`config.mk`:
```
export PLATFORM = sky130hd
export DESIGN_NAME = fetch_t
export DESIGN_NICKNAME = d
export VERILOG_FILES = /design/src/rtl/nes_cpu_pkg.sv /design/src/rtl/op_len_dec_t.sv /design/src/rtl/fetch_t.sv
export SDC_FILE = /design/constraint.sdc
export NUM_CORES = 1
export LEC_CHECK = 0
export ABC_CLOCK_PERIOD_IN_PS = 5060
export CAP_MARGIN = 20
export CORE_MARGIN = 4
export CORE_UTILIZATION = 49
export DETAILED_ROUTE_END_ITERATION = 6
export HOLD_SLACK_MARGIN = 0.15
export PLACE_DENSITY = 0.86
export SLEW_MARGIN = 20
export SYNTH_ARGS = -nofsm -noshare
export SYNTH_HDL_FRONTEND = slang
export SYNTH_SLANG_ARGS = --single-unit
```
`constraint.sdc`:
```
create_clock -name clk_i -period 5.06 [get_ports clk_i]
set_clock_uncertainty 0.15 [all_clocks]
set_input_delay 1.012 -clock clk_i [delete_from_list [all_inputs] [get_ports clk_i]]
set_output_delay 1.012 -clock clk_i [all_outputs]
set_load 0.05 [all_outputs]
```
`src/rtl/nes_cpu_pkg.sv`:
```
// Shared NES CPU fetch types, opcode constants and the opcode length table.
// Defining FETCH_RESET_VECTOR_EN adds the VEC state used for reset-vector boot.
`ifndef BYTE
`define BYTE 8
`endif

package nes_cpu_pkg;

  localparam int MEM_ADDR_SIZE = 16;

  typedef logic [`BYTE-1:0] byte_t;

  localparam byte_t BRK     = 8'h00;
  localparam byte_t ORA_IMM = 8'h09;
  localparam byte_t JSR_ABS = 8'h20;
  localparam byte_t JMP_ABS = 8'h4C;
  localparam byte_t JMP_IND = 8'h6C;
  localparam byte_t LDA_IMM = 8'hA9;
  localparam byte_t LDA_ABS = 8'hAD;
  localparam byte_t BNE_REL = 8'hD0;
  localparam byte_t NOP     = 8'hEA;

`ifdef FETCH_RESET_VECTOR_EN
  typedef enum logic {ST_VEC, ST_FETCH} fetch_state_e;
  localparam fetch_state_e FETCH_RESET_STATE = ST_VEC;
`else
  typedef enum logic {ST_FETCH} fetch_state_e;
  localparam fetch_state_e FETCH_RESET_STATE = ST_FETCH;
`endif

  typedef logic [255:0][1:0] len_table_t;

  // Lengths follow the 6502 addressing mode implied by each opcode column;
  // undefined opcodes decode as single-byte so fetch always makes progress.
  function automatic len_table_t build_len_table();
    len_table_t t;
    byte_t      op;
    for (int i = 0; i < 256; i++) begin
      op   = 8'(i);
      t[i] = 2'd1;
      case (op[3:0])
        4'h0: begin
          if (op == JSR_ABS)                               t[i] = 2'd3;
          else if (op[4] || op inside {8'hA0, 8'hC0, 8'hE0}) t[i] = 2'd2;
        end
        4'h1, 4'h5, 4'h6: t[i] = 2'd2;
        4'h2: if (op == 8'hA2) t[i] = 2'd2;
        4'h4: if (op inside {8'h24, 8'h84, 8'h94, 8'hA4, 8'hB4, 8'hC4, 8'hE4}) t[i] = 2'd2;
        4'h9: begin
          if (op[4])            t[i] = 2'd3;
          else if (op != 8'h89) t[i] = 2'd2;
        end
        4'hC: if (op inside {8'h2C, 8'h4C, 8'h6C, 8'h8C, 8'hAC, 8'hBC, 8'hCC, 8'hEC}) t[i] = 2'd3;
        4'hD: t[i] = 2'd3;
        4'hE: if (op != 8'h9E) t[i] = 2'd3;
        default: t[i] = 2'd1;
      endcase
    end
    return t;
  endfunction

  localparam len_table_t OPCODE_LEN = build_len_table();

endpackage

```
`src/rtl/op_len_dec_t.sv`:
```
// Combinational opcode-to-length decoder backed by the package OPCODE_LEN table.
module op_len_dec_t
  import nes_cpu_pkg::*;
(
  input  byte_t      opcode,
  output logic [1:0] len
);

  assign len = OPCODE_LEN[opcode];

endmodule

```
`src/rtl/fetch_t.sv`:
```
// Instruction fetch stage: zero-wait memory, one-entry output slot, redirect.
// Defining FETCH_RESET_VECTOR_EN boots from the little-endian vector at VECTOR_ADDR.
module fetch_t
  import nes_cpu_pkg::*;
#(
  parameter logic [MEM_ADDR_SIZE-1:0] RESET_PC    = '0,
  parameter logic [MEM_ADDR_SIZE-1:0] VECTOR_ADDR = MEM_ADDR_SIZE'((2**MEM_ADDR_SIZE) - 4)
) (
  input  logic                     clk_i,
  input  logic                     rstn_i,
  output logic [MEM_ADDR_SIZE-1:0] mem_addr_o,
  input  logic [23:0]              mem_data_i,
  output logic                     instr_valid_o,
  input  logic                     instr_ready_i,
  output logic [23:0]              instr_o,
  output logic [1:0]               instr_len_o,
  output logic [MEM_ADDR_SIZE-1:0] instr_pc_o,
  input  logic                     redirect_i,
  input  logic [MEM_ADDR_SIZE-1:0] redirect_pc_i
);

  fetch_state_e             state_q, state_d;
  logic [MEM_ADDR_SIZE-1:0] pc_q, pc_d;
  logic [1:0]               dec_len;
  logic                     load, flush;

  op_len_dec_t u_len_dec (
    .opcode (mem_data_i[7:0]),
    .len    (dec_len)
  );

  // Redirect outranks the handshake; the slot reloads whenever it is empty or drained.
  always_comb begin
    state_d    = state_q;
    pc_d       = pc_q;
    mem_addr_o = pc_q;
    load       = 1'b0;
    flush      = 1'b0;
    case (state_q)
`ifdef FETCH_RESET_VECTOR_EN
      ST_VEC: begin
        mem_addr_o = VECTOR_ADDR;
        pc_d       = MEM_ADDR_SIZE'(mem_data_i[15:0]);
        state_d    = ST_FETCH;
      end
`endif
      ST_FETCH: begin
        if (redirect_i) begin
          flush = 1'b1;
          pc_d  = redirect_pc_i;
        end else if (!instr_valid_o || instr_ready_i) begin
          load = 1'b1;
          pc_d = pc_q + MEM_ADDR_SIZE'(dec_len);
        end
      end
      default: ;
    endcase
  end

  always_ff @(posedge clk_i or negedge rstn_i) begin
    if (!rstn_i) begin
      state_q <= FETCH_RESET_STATE;
      pc_q    <= RESET_PC;
    end else begin
      state_q <= state_d;
      pc_q    <= pc_d;
    end
  end

  always_ff @(posedge clk_i or negedge rstn_i) begin
    if (!rstn_i) begin
      instr_valid_o <= 1'b0;
      instr_o       <= '0;
      instr_len_o   <= '0;
      instr_pc_o    <= '0;
    end else if (flush) begin
      instr_valid_o <= 1'b0;
    end else if (load) begin
      instr_valid_o <= 1'b1;
      instr_o       <= mem_data_i;
      instr_len_o   <= dec_len;
      instr_pc_o    <= pc_q;
    end
  end

endmodule

```
-- After elaboration in Yosys (flattened, before gate mapping)
Memory sizes are Yosys's and may differ from the RTL's.
Cells that the tools add are included.
- word-level logic and storage cells: 22
- flip-flop bits (word level): 59
- input bits: 44
- output and inout bits: 59
- ROM bits: 512
- memories: 1
- add/subtract/negate cells: 1
- $lt $le $gt $ge: 1
- bitwise operators: 1
- muxes and demuxes: 8
- reduce and logical (&&, ||, !) cells: 5
- memories (memory ; depth ; width ; read ports ; clocked after Yosys merged registers in ; write ports ; RTL line ; text):
    (no name shown) ; 256 ; 2 ; 1 ; 0 ; 0 ; op_len_dec_t.sv:9 ; assign len = OPCODE_LEN[opcode];
- operators with widths (operator ; count):
    16-bit two-way mux ; 2
    16-bit by 2-bit adder with 16-bit output ; 1
    8-bit by 9-bit < comparator with 1-bit output (second input constant) ; 1
    1-bit two-way mux ; 5
    2-bit nonzero test ; 2
    2-bit two-way mux ; 1
    2-bit AND reduction ; 1
    1-bit zero test ; 1
    1-bit logical OR ; 1
    1-bit NOT ; 1

-- Depth between registers and ports, before layout
Gate-level depths: netlist of the first run.
- depth in word-level cells: 6
- mapped depth: 13

-- By module
Synthesis of the first run repeated with hierarchy kept, for this count alone.
- cells, all modules: 268
- area, all modules: 3029.2 um^2
- modules (own cells, without submodules) (module ; cells an instance ; times used ; area each (um^2)):
    fetch_t ; 195 ; 1 ; 2561.2
    op_len_dec_t ; 73 ; 1 ; 467.9

-- Least setup slack after synthesis of the first run
No wires, ideal clock.
- path type: input to register
- start point: input mem_data_i[1]
- end point: register pc_q[11], in the netlist mem_addr_o[11]
- required time: 4775 ps
- path slack: 1553 ps
- arrival time: 3222 ps
- library setup time: 135 ps
- stages: 12
- path buffers: 0
- path through: inv_1 -> ha_1 -> o21ai_0 -> a211o_2 -> a311oi_2 -> nor2_1 -> ha_1 -> a21o_1 -> nand3_1 -> nor3_1 -> xnor2_1 -> o21ai_0
- word-level cells in the longest chain between the ends: 5
- ends and longest elaborated chain (element ; RTL line ; text):
    from (decl) ; fetch_t.sv:12 ; input logic [23:0] mem_data_i,
    memory 256 x 2 bit ; -- ;
    2-bit two-way mux (implied by the code) ; op_len_dec_t.sv:9 ;
    via dec_len[1] ; fetch_t.sv:24 ; logic [1:0] dec_len;
    16-bit by 2-bit adder with 16-bit output ; fetch_t.sv:53 ; pc_d = pc_q + MEM_ADDR_SIZE'(dec_len);
    16-bit two-way mux ; fetch_t.sv:51 ; end else if (!instr_valid_o || instr_ready_i) begin
    16-bit two-way mux ; fetch_t.sv:48 ; if (redirect_i) begin
    to (signal assigned) ; fetch_t.sv:66 ; pc_q <= pc_d;
    to (decl) ; fetch_t.sv:23 ; logic [MEM_ADDR_SIZE-1:0] pc_q, pc_d;
The timed path passes the listed nets, and every way through them passes these cells. The select of a mux whose other input is x is not followed.
A chain may end at the register's enable or synchronous reset.

-- Worst setup path in the final report of the first run
- start point: input mem_data_i[3]
- end point: register pc_q[13], in the netlist mem_addr_o[13]
Same word-level chain as after synthesis.

==> results.sh, run 1 <==
export IMPL_seqPwrFrac=0.378
export IMPL_slowest_delay_ns=0.92
export IMPL_die_area_mm2=0.007394
export IMPL_die_y_um=85.99
export IMPL_synthTopCellsByArea="dfrtp_1, nand2_1, o21ai_0, xnor2_1, ha_1"
export IMPL_wl_per_cell_um=14.96
export IMPL_nNetsFinal=482
export IMPL_postLayoutCoreUtil=0.7107
export IMPL_setup_violations=0
export IMPL_cts_setup_buffers=0
export IMPL_use_met1=0.2749
export IMPL_numPortBuffers=102
export IMPL_r2r_end="mem_addr_o[13]$_DFFE_PN0P_"
export IMPL_grt_busiest_layer="met2"
export IMPL_drv_slew=0
export IMPL_worstSetupStartpointType="input pin"
export IMPL_ys_async_sr_fraction=1.000
export IMPL_yosysTopAreaCell="dfrtp_1"
export IMPL_comb_power_share=0.352
export IMPL_status="finished, final reports clean"
export IMPL_rsz0062_at_grt="false"
export IMPL_switching_share=0.3772
export IMPL_cts_tree="done"
export IMPL_switching_power_mw=0.5816
export IMPL_core_mm2=0.005921
export IMPL_firstDrtPassIters=4
export IMPL_cts_buffers=9
export IMPL_ys_seq_area_frac=0.4954
export IMPL_ant_nets=0
export IMPL_initial_core_util=0.5034
export IMPL_crit_fanout=21
export IMPL_use_met3=0.04515
export IMPL_rows=28
export IMPL_via_per_inst=5.129
export IMPL_crit_type="in -> reg"
export IMPL_relSlewSlack=0.4029
export IMPL_ios=103
export IMPL_cts_hold_repair_buffers=0
export IMPL_synth_edf_count=0
export IMPL_drt_iter0_drc=163
export IMPL_r2r_start="mem_addr_o[1]$_DFFE_PN0P_"
export IMPL_p_per_area_mw_per_mm2=366.4
export IMPL_synth_top_area_frac=0.4954
export IMPL_ys_top_cells_by_count="nand2_1, dfrtp_1, o21ai_0, inv_1, clkbuf_1"
export IMPL_endpoint_kind="flip-flop"
export IMPL_peakVddDrop_mv=0.1879
export IMPL_yosys_most_used_dff="dfrtp_1"
export IMPL_overflow=0
export IMPL_crit_arrival_ns=4.30
export IMPL_ys_warn_count=0
export IMPL_p_clk_frac=0.270
export IMPL_synth_seq_cells=59
export IMPL_grt_pass1_wl_mm=12.52
export IMPL_synth_nets=383
export IMPL_synthesis_instances=334
export IMPL_die_x_um=85.99
export IMPL_cts_htree_levels=3
export IMPL_grt_usage=0.2159
export IMPL_fmax_mhz=235.0
export IMPL_tightestPinTransition_ns=0.8925
export IMPL_cp_required_ns=5.11
export IMPL_rr_worst_depth=6
export IMPL_hold_path_class="reg -> reg"
export IMPL_p_int_mw=0.9601
export IMPL_clock_sinks=59
export IMPL_timing_final_crit_period_ns=4.256
export IMPL_syn_area_mm2=0.002980
export IMPL_dp_final_hpwl_mm=5.688
export IMPL_r2r_slack_ns=3.09
export IMPL_wirelength_mm=7.674
export IMPL_layout_drive_gt1_share=0.07534
export IMPL_cts_resized=0
export IMPL_cpMaxStageDelayCell="clkdlybuf4s50_1"
export IMPL_hold_viol=0
export IMPL_grt_max_degree=53
export IMPL_post_route_drc_count=0
export IMPL_maxCapViolCount=0
export IMPL_routabilityCongestion=0.9027
export IMPL_hold_path_depth=2
export IMPL_synth_cell_types=59
export IMPL_min_from="instr_o[16]$_DFFE_PN0P_"
export IMPL_grtUsageMet2=0.3546
export IMPL_clockRootBuffer="clkbuf_8"
export IMPL_grt_pass1_vias=2685
export IMPL_min_to="instr_o[16]$_DFFE_PN0P_"
export IMPL_clkLatencyLatePin_ns=0.33
export IMPL_power_leakage_nw=1.889
export IMPL_areaGrowthSynthToFinish_pct=41.18
export IMPL_clk_pin_slew_worst_paths_ns=0.07
export IMPL_path_cells="clkdlybuf4s50_1, or4b_1, o311ai_1, o21ai_2, a311oi_2, nor2_1, ha_1, a21o_1, nand3_1, nor4_2, xnor2_1, o21ai_1"
export IMPL_routed_via_count=2631
export IMPL_antenna_cells=0
export IMPL_period_share=0.8411
export IMPL_avgSynthCellArea_um2=8.923
export IMPL_yosysMostFrequentCell="nand2_1"
export IMPL_clockBufferDepth=2
export IMPL_antenna_found_initial=0
export IMPL_finalSetupTns_ns=0
[state kept, by name (all words and copies together), names as in the netlist]
name,count
instr_len_o,2
instr_o,24
instr_valid_o,1
instr_pc_o,16
mem_addr_o,16
[power groups by stage]
stage	Sequential, mW	Combinational [mW]	Clock [mW]
2_1_floorplan	0.801	0.126	0
3_3_place_gp	0.588	0.538	0
3_5_place_dp	0.591	0.545	0
4_1_cts	0.583	0.548	0.422
5_1_grt	0.592	0.577	0.443
6_report	0.582	0.543	0.416
[per-layer routing]
layer,routed length (um),part of all wire
met5,0,0
met4,103,0.013
met3,489,0.064
met2,3855,0.50
met1,3225,0.42
[through the flow]
stage               cell area [um^2]  power, mW  std cells  hold WS, ns  worst slack [ns]
floorplan                       2980     0.9270        334       0.5664             1.553
global placement                4014      1.126        497       0.3072            0.5921
detailed placement              4014      1.136        497       0.3125            0.4746
CTS                             4208      1.552        513       0.3285            0.8153
global route                    4208      1.612        513       0.3552            0.5718
finish                          4208      1.542        513       0.3240            0.8040
[logic make-up (layout without fill, tap and decap cells)]
logic type	count (synthesis)	in the layout	share of synthesized area
buffers and inverters	29	133	0.04828
AND/OR/NAND/NOR	168	168	0.2536
flip-flops	59	59	0.4954
adder cells (fa/ha/maj)	5	5	0.02351
multiplexers	3	3	0.01050
XOR/XNOR	14	14	0.04114
AO/OA/AOI/OAI	56	56	0.1276
[cell type report]
class                      instances  area (um^2)
timing repair buffer             105         1039
inverter                          12        45.04
sequential                        59         1476
tap                               75        93.84
clock buffer                      11        141.4
multi-input combinational        246         1360
fill                             469         1713
clock inverter                     5        52.55
[critical path: cells and delay by family]
kind | cells | cell delay, ns
compound gates | 5 | 0.76
simple gates | 4 | 1.14
xor+xnor | 1 | 0.18
fa+ha+maj | 1 | 0.28
buf+inv | 1 | 0.92
[worst max-delay path by stage]
stage                        from                          to  slack (ns)  cells past startpoint
global placement    mem_data_i[3]  mem_addr_o[11]$_DFFE_PN0P_        0.59                     12
floorplan           mem_data_i[1]  mem_addr_o[11]$_DFFE_PN0P_        1.55                     12
finish              mem_data_i[3]  mem_addr_o[13]$_DFFE_PN0P_        0.80                     12
global route        mem_data_i[3]  mem_addr_o[13]$_DFFE_PN0P_        0.57                     12
detailed placement  mem_data_i[3]  mem_addr_o[13]$_DFFE_PN0P_        0.47                     12
CTS                 mem_data_i[3]  mem_addr_o[13]$_DFFE_PN0P_        0.82                     12
[cells in the final DEF (no fill, tap or decap), drive strengths merged, types with 7 or more instances in the layout]
cell type / n
nor2: 7
clkbuf: 11
inv: 12
dfrtp: 59
nand2b: 8
o21ai: 31
nand2: 122
xnor2: 9
clkdlybuf4s50: 101
nand3: 8
Note: power is estimated with default switching activity, not from simulation.
==> run 2, diff against run 1 <==
--- a/config.mk
+++ b/config.mk
@@ -5,13 +5,13 @@
 export SDC_FILE = /design/constraint.sdc
 export NUM_CORES = 1
 export LEC_CHECK = 0
-export ABC_CLOCK_PERIOD_IN_PS = 5060
+export ABC_CLOCK_PERIOD_IN_PS = 4400
 export CAP_MARGIN = 20
 export CORE_MARGIN = 4
-export CORE_UTILIZATION = 49
+export CORE_UTILIZATION = 45
 export DETAILED_ROUTE_END_ITERATION = 6
 export HOLD_SLACK_MARGIN = 0.15
-export PLACE_DENSITY = 0.86
+export PLACE_DENSITY = 0.8
 export SLEW_MARGIN = 20
 export SYNTH_ARGS = -nofsm -noshare
 export SYNTH_HDL_FRONTEND = slang
==> constraint.sdc (replaced) <==
create_clock -name clk_i -period 4.4 [get_ports clk_i]
set_clock_uncertainty 0.15 [all_clocks]
set_input_delay 0.88 -clock clk_i [delete_from_list [all_inputs] [get_ports clk_i]]
set_output_delay 0.88 -clock clk_i [all_outputs]
set_load 0.05 [all_outputs]
==> results.sh, run 2 (same netlist as run 1, synthesis figures left out) <==
export IMPL_power_leakage_nw=1.940
export IMPL_clockRootBuffer="clkbuf_8"
export IMPL_cp_top_family="compound AO/OA/AOI/OAI gates"
export IMPL_clockBufferDepth=2
export IMPL_rsz0062_at_grt="false"
export IMPL_wl_per_cell_um=14.70
export IMPL_numPortBuffers=102
export IMPL_peakVddDrop_mv=0.2887
export IMPL_drv_slew=0
export IMPL_clock_sinks=59
export IMPL_overflow=0
export IMPL_maxCapViolCount=0
export IMPL_crit_type="in -> reg"
export IMPL_post_route_drc_count=0
export IMPL_period_share=0.9245
export IMPL_grt_pass1_wl_mm=12.28
export IMPL_routed_via_count=2633
export IMPL_die_area_mm2=0.007989
export IMPL_cts_hold_repair_buffers=0
export IMPL_antenna_found_initial=0
export IMPL_cts_htree_levels=3
export IMPL_final_setup_worst_slack_ns=0.3322
export IMPL_routabilityCongestion=0.9377
export IMPL_nNetsFinal=489
export IMPL_grt_pass1_vias=2595
export IMPL_fmax_mhz=245.8
export IMPL_dp_final_hpwl_mm=5.763
export IMPL_cts_buffers=9
export IMPL_relSlewSlack=0.3927
export IMPL_hold_path_class="reg -> reg"
export IMPL_rows=29
export IMPL_endpoint_kind="flip-flop"
export IMPL_tightestPinTransition_ns=0.9077
export IMPL_cpMaxStageDelayCell="clkdlybuf4s50_1"
export IMPL_ios=103
export IMPL_antenna_cells=0
export IMPL_final_cells=521
export IMPL_die_y_um=89.38
export IMPL_path_buf_inv=2
export IMPL_crit_fanout=7
export IMPL_cts_resized=0
export IMPL_largest_register_ffs=24
export IMPL_slowest_delay_ns=0.59
export IMPL_finalSetupTns_ns=0
export IMPL_die_x_um=89.38
export IMPL_clkLatencyLatePin_ns=0.33
export IMPL_status="finished, final reports clean"
export IMPL_crit_arrival_ns=4.12
export IMPL_grt_max_degree=53
export IMPL_ant_nets=0
export IMPL_p_per_area_mw_per_mm2=430.5
export IMPL_layout_drive_gt1_share=0.09009
export IMPL_grt_usage=0.1986
export IMPL_cts_tree="done"
export IMPL_cts_setup_buffers=0
export IMPL_via_per_inst=5.054
export IMPL_firstDrtPassIters=4
export IMPL_hold_viol=0
export IMPL_wirelength_mm=7.660
export IMPL_setup_violations=0
export IMPL_fillerInstances=546
export IMPL_core_mm2=0.006386
export IMPL_p_total_mw=1.848
export IMPL_cp_required_ns=4.45
export IMPL_drt_iter0_drc=201
export IMPL_final_common_cell="nand2_1"
export IMPL_timing_final_crit_period_ns=4.068
export IMPL_place_worst_setup_slack_ns=0.02674
export IMPL_top_register="instr_o"
export IMPL_initial_core_util=0.4667
export IMPL_path_cells="clkdlybuf4s50_1, inv_1, ha_1, nand2b_1, o21ai_0, a211o_2, a311oi_2, nor2_1, ha_1, a21o_1, nand3_1, nor3_1, xnor2_1, o21ai_0"
export IMPL_layout_common_cells="nand2_1, clkdlybuf4s50_1, dfrtp_1"
export IMPL_areaGrowthSynthToFinish_pct=44.08
export IMPL_dpl_cell_count=506
export IMPL_worstSetupStartpointType="input pin"
export IMPL_clk_pin_slew_worst_paths_ns=0.06
-- run 2: changes by cell type in the layout (fill, tap and decap cells not counted), sizes merged --
| cell | previous run | this run |
|---|---|---|
| bufinv | 1 | 2 |
| clkinv | 3 | 2 |
| buf | 4 | 11 |
| clkinvlp | 1 | 0 |
-- run 2: power by group --
group	switching (mW)	leakage, nW	internal (mW)
clock	0.204	0.115	0.347
combinational	0.406	1.10	0.222
sequential	0.0567	0.724	0.613
total	0.667	1.94	1.18
-- run 2: final cells by class --
type	instances	area (um^2)	share of cell area
sequential	59	1476	0.3438
multi-input combinational	246	1360	0.3167
timing repair buffer	112	1091	0.2541
clock buffer	11	151.4	0.03526
tap	77	96.34	0.02244
clock inverter	4	73.82	0.01719
inverter	12	45.04	0.01049
-- run 2: path summary, 6_finish.rpt --
check / from / to / slack, ns / cells after the start
max: mem_data_i[1] / mem_addr_o[11]$_DFFE_PN0P_ / 0.33 / 14
min: instr_o[3]$_DFFE_PN0P_ / instr_o[3]$_DFFE_PN0P_ / 0.32 / 2
max reg2reg: instr_valid_o$_DFFE_PN0P_ / instr_len_o[1]$_DFFE_PN0P_ / 2.43 / 3
min reg2reg: instr_o[3]$_DFFE_PN0P_ / instr_o[3]$_DFFE_PN0P_ / 0.32 / 2
max in group asynchronous: rstn_i / instr_pc_o[14]$_DFFE_PN0P_ / 2.84 / 2
min in group asynchronous: rstn_i / instr_o[16]$_DFFE_PN0P_ / 0.42 / 1
-- run 2: tightest hold or removal path, cell delays in order, from the launching register on --
cell	delay, ns
dfrtp_1	0.34
nand2_1	0.05
nand2_1	0.05
-- run 2: per-stage QoR --
| step | area (um^2) | hold WS, ns | util |
|---|---|---|---|
| 2_1_floorplan | 2980 | 0.4344 | - |
| 4_1_cts | 4294 | 0.3274 | 0.6724 |
| 5_1_grt | 4294 | 0.3418 | 0.6724 |
| 3_5_place_dp | 4069 | 0.3117 | 0.6371 |
| 3_3_place_gp | 4069 | 0.3064 | 0.6371 |
| 6_report | 4294 | 0.3204 | 0.6724 |
-- run 2: layer usage --
layer,vias up,global-route usage,routed length (um)
met2,92,0.3048,3524
met1,1207,0.2620,3437
met3,18,0.05161,488
met5,-,0,0
li1,1316,-,-
met4,0,0.09472,210
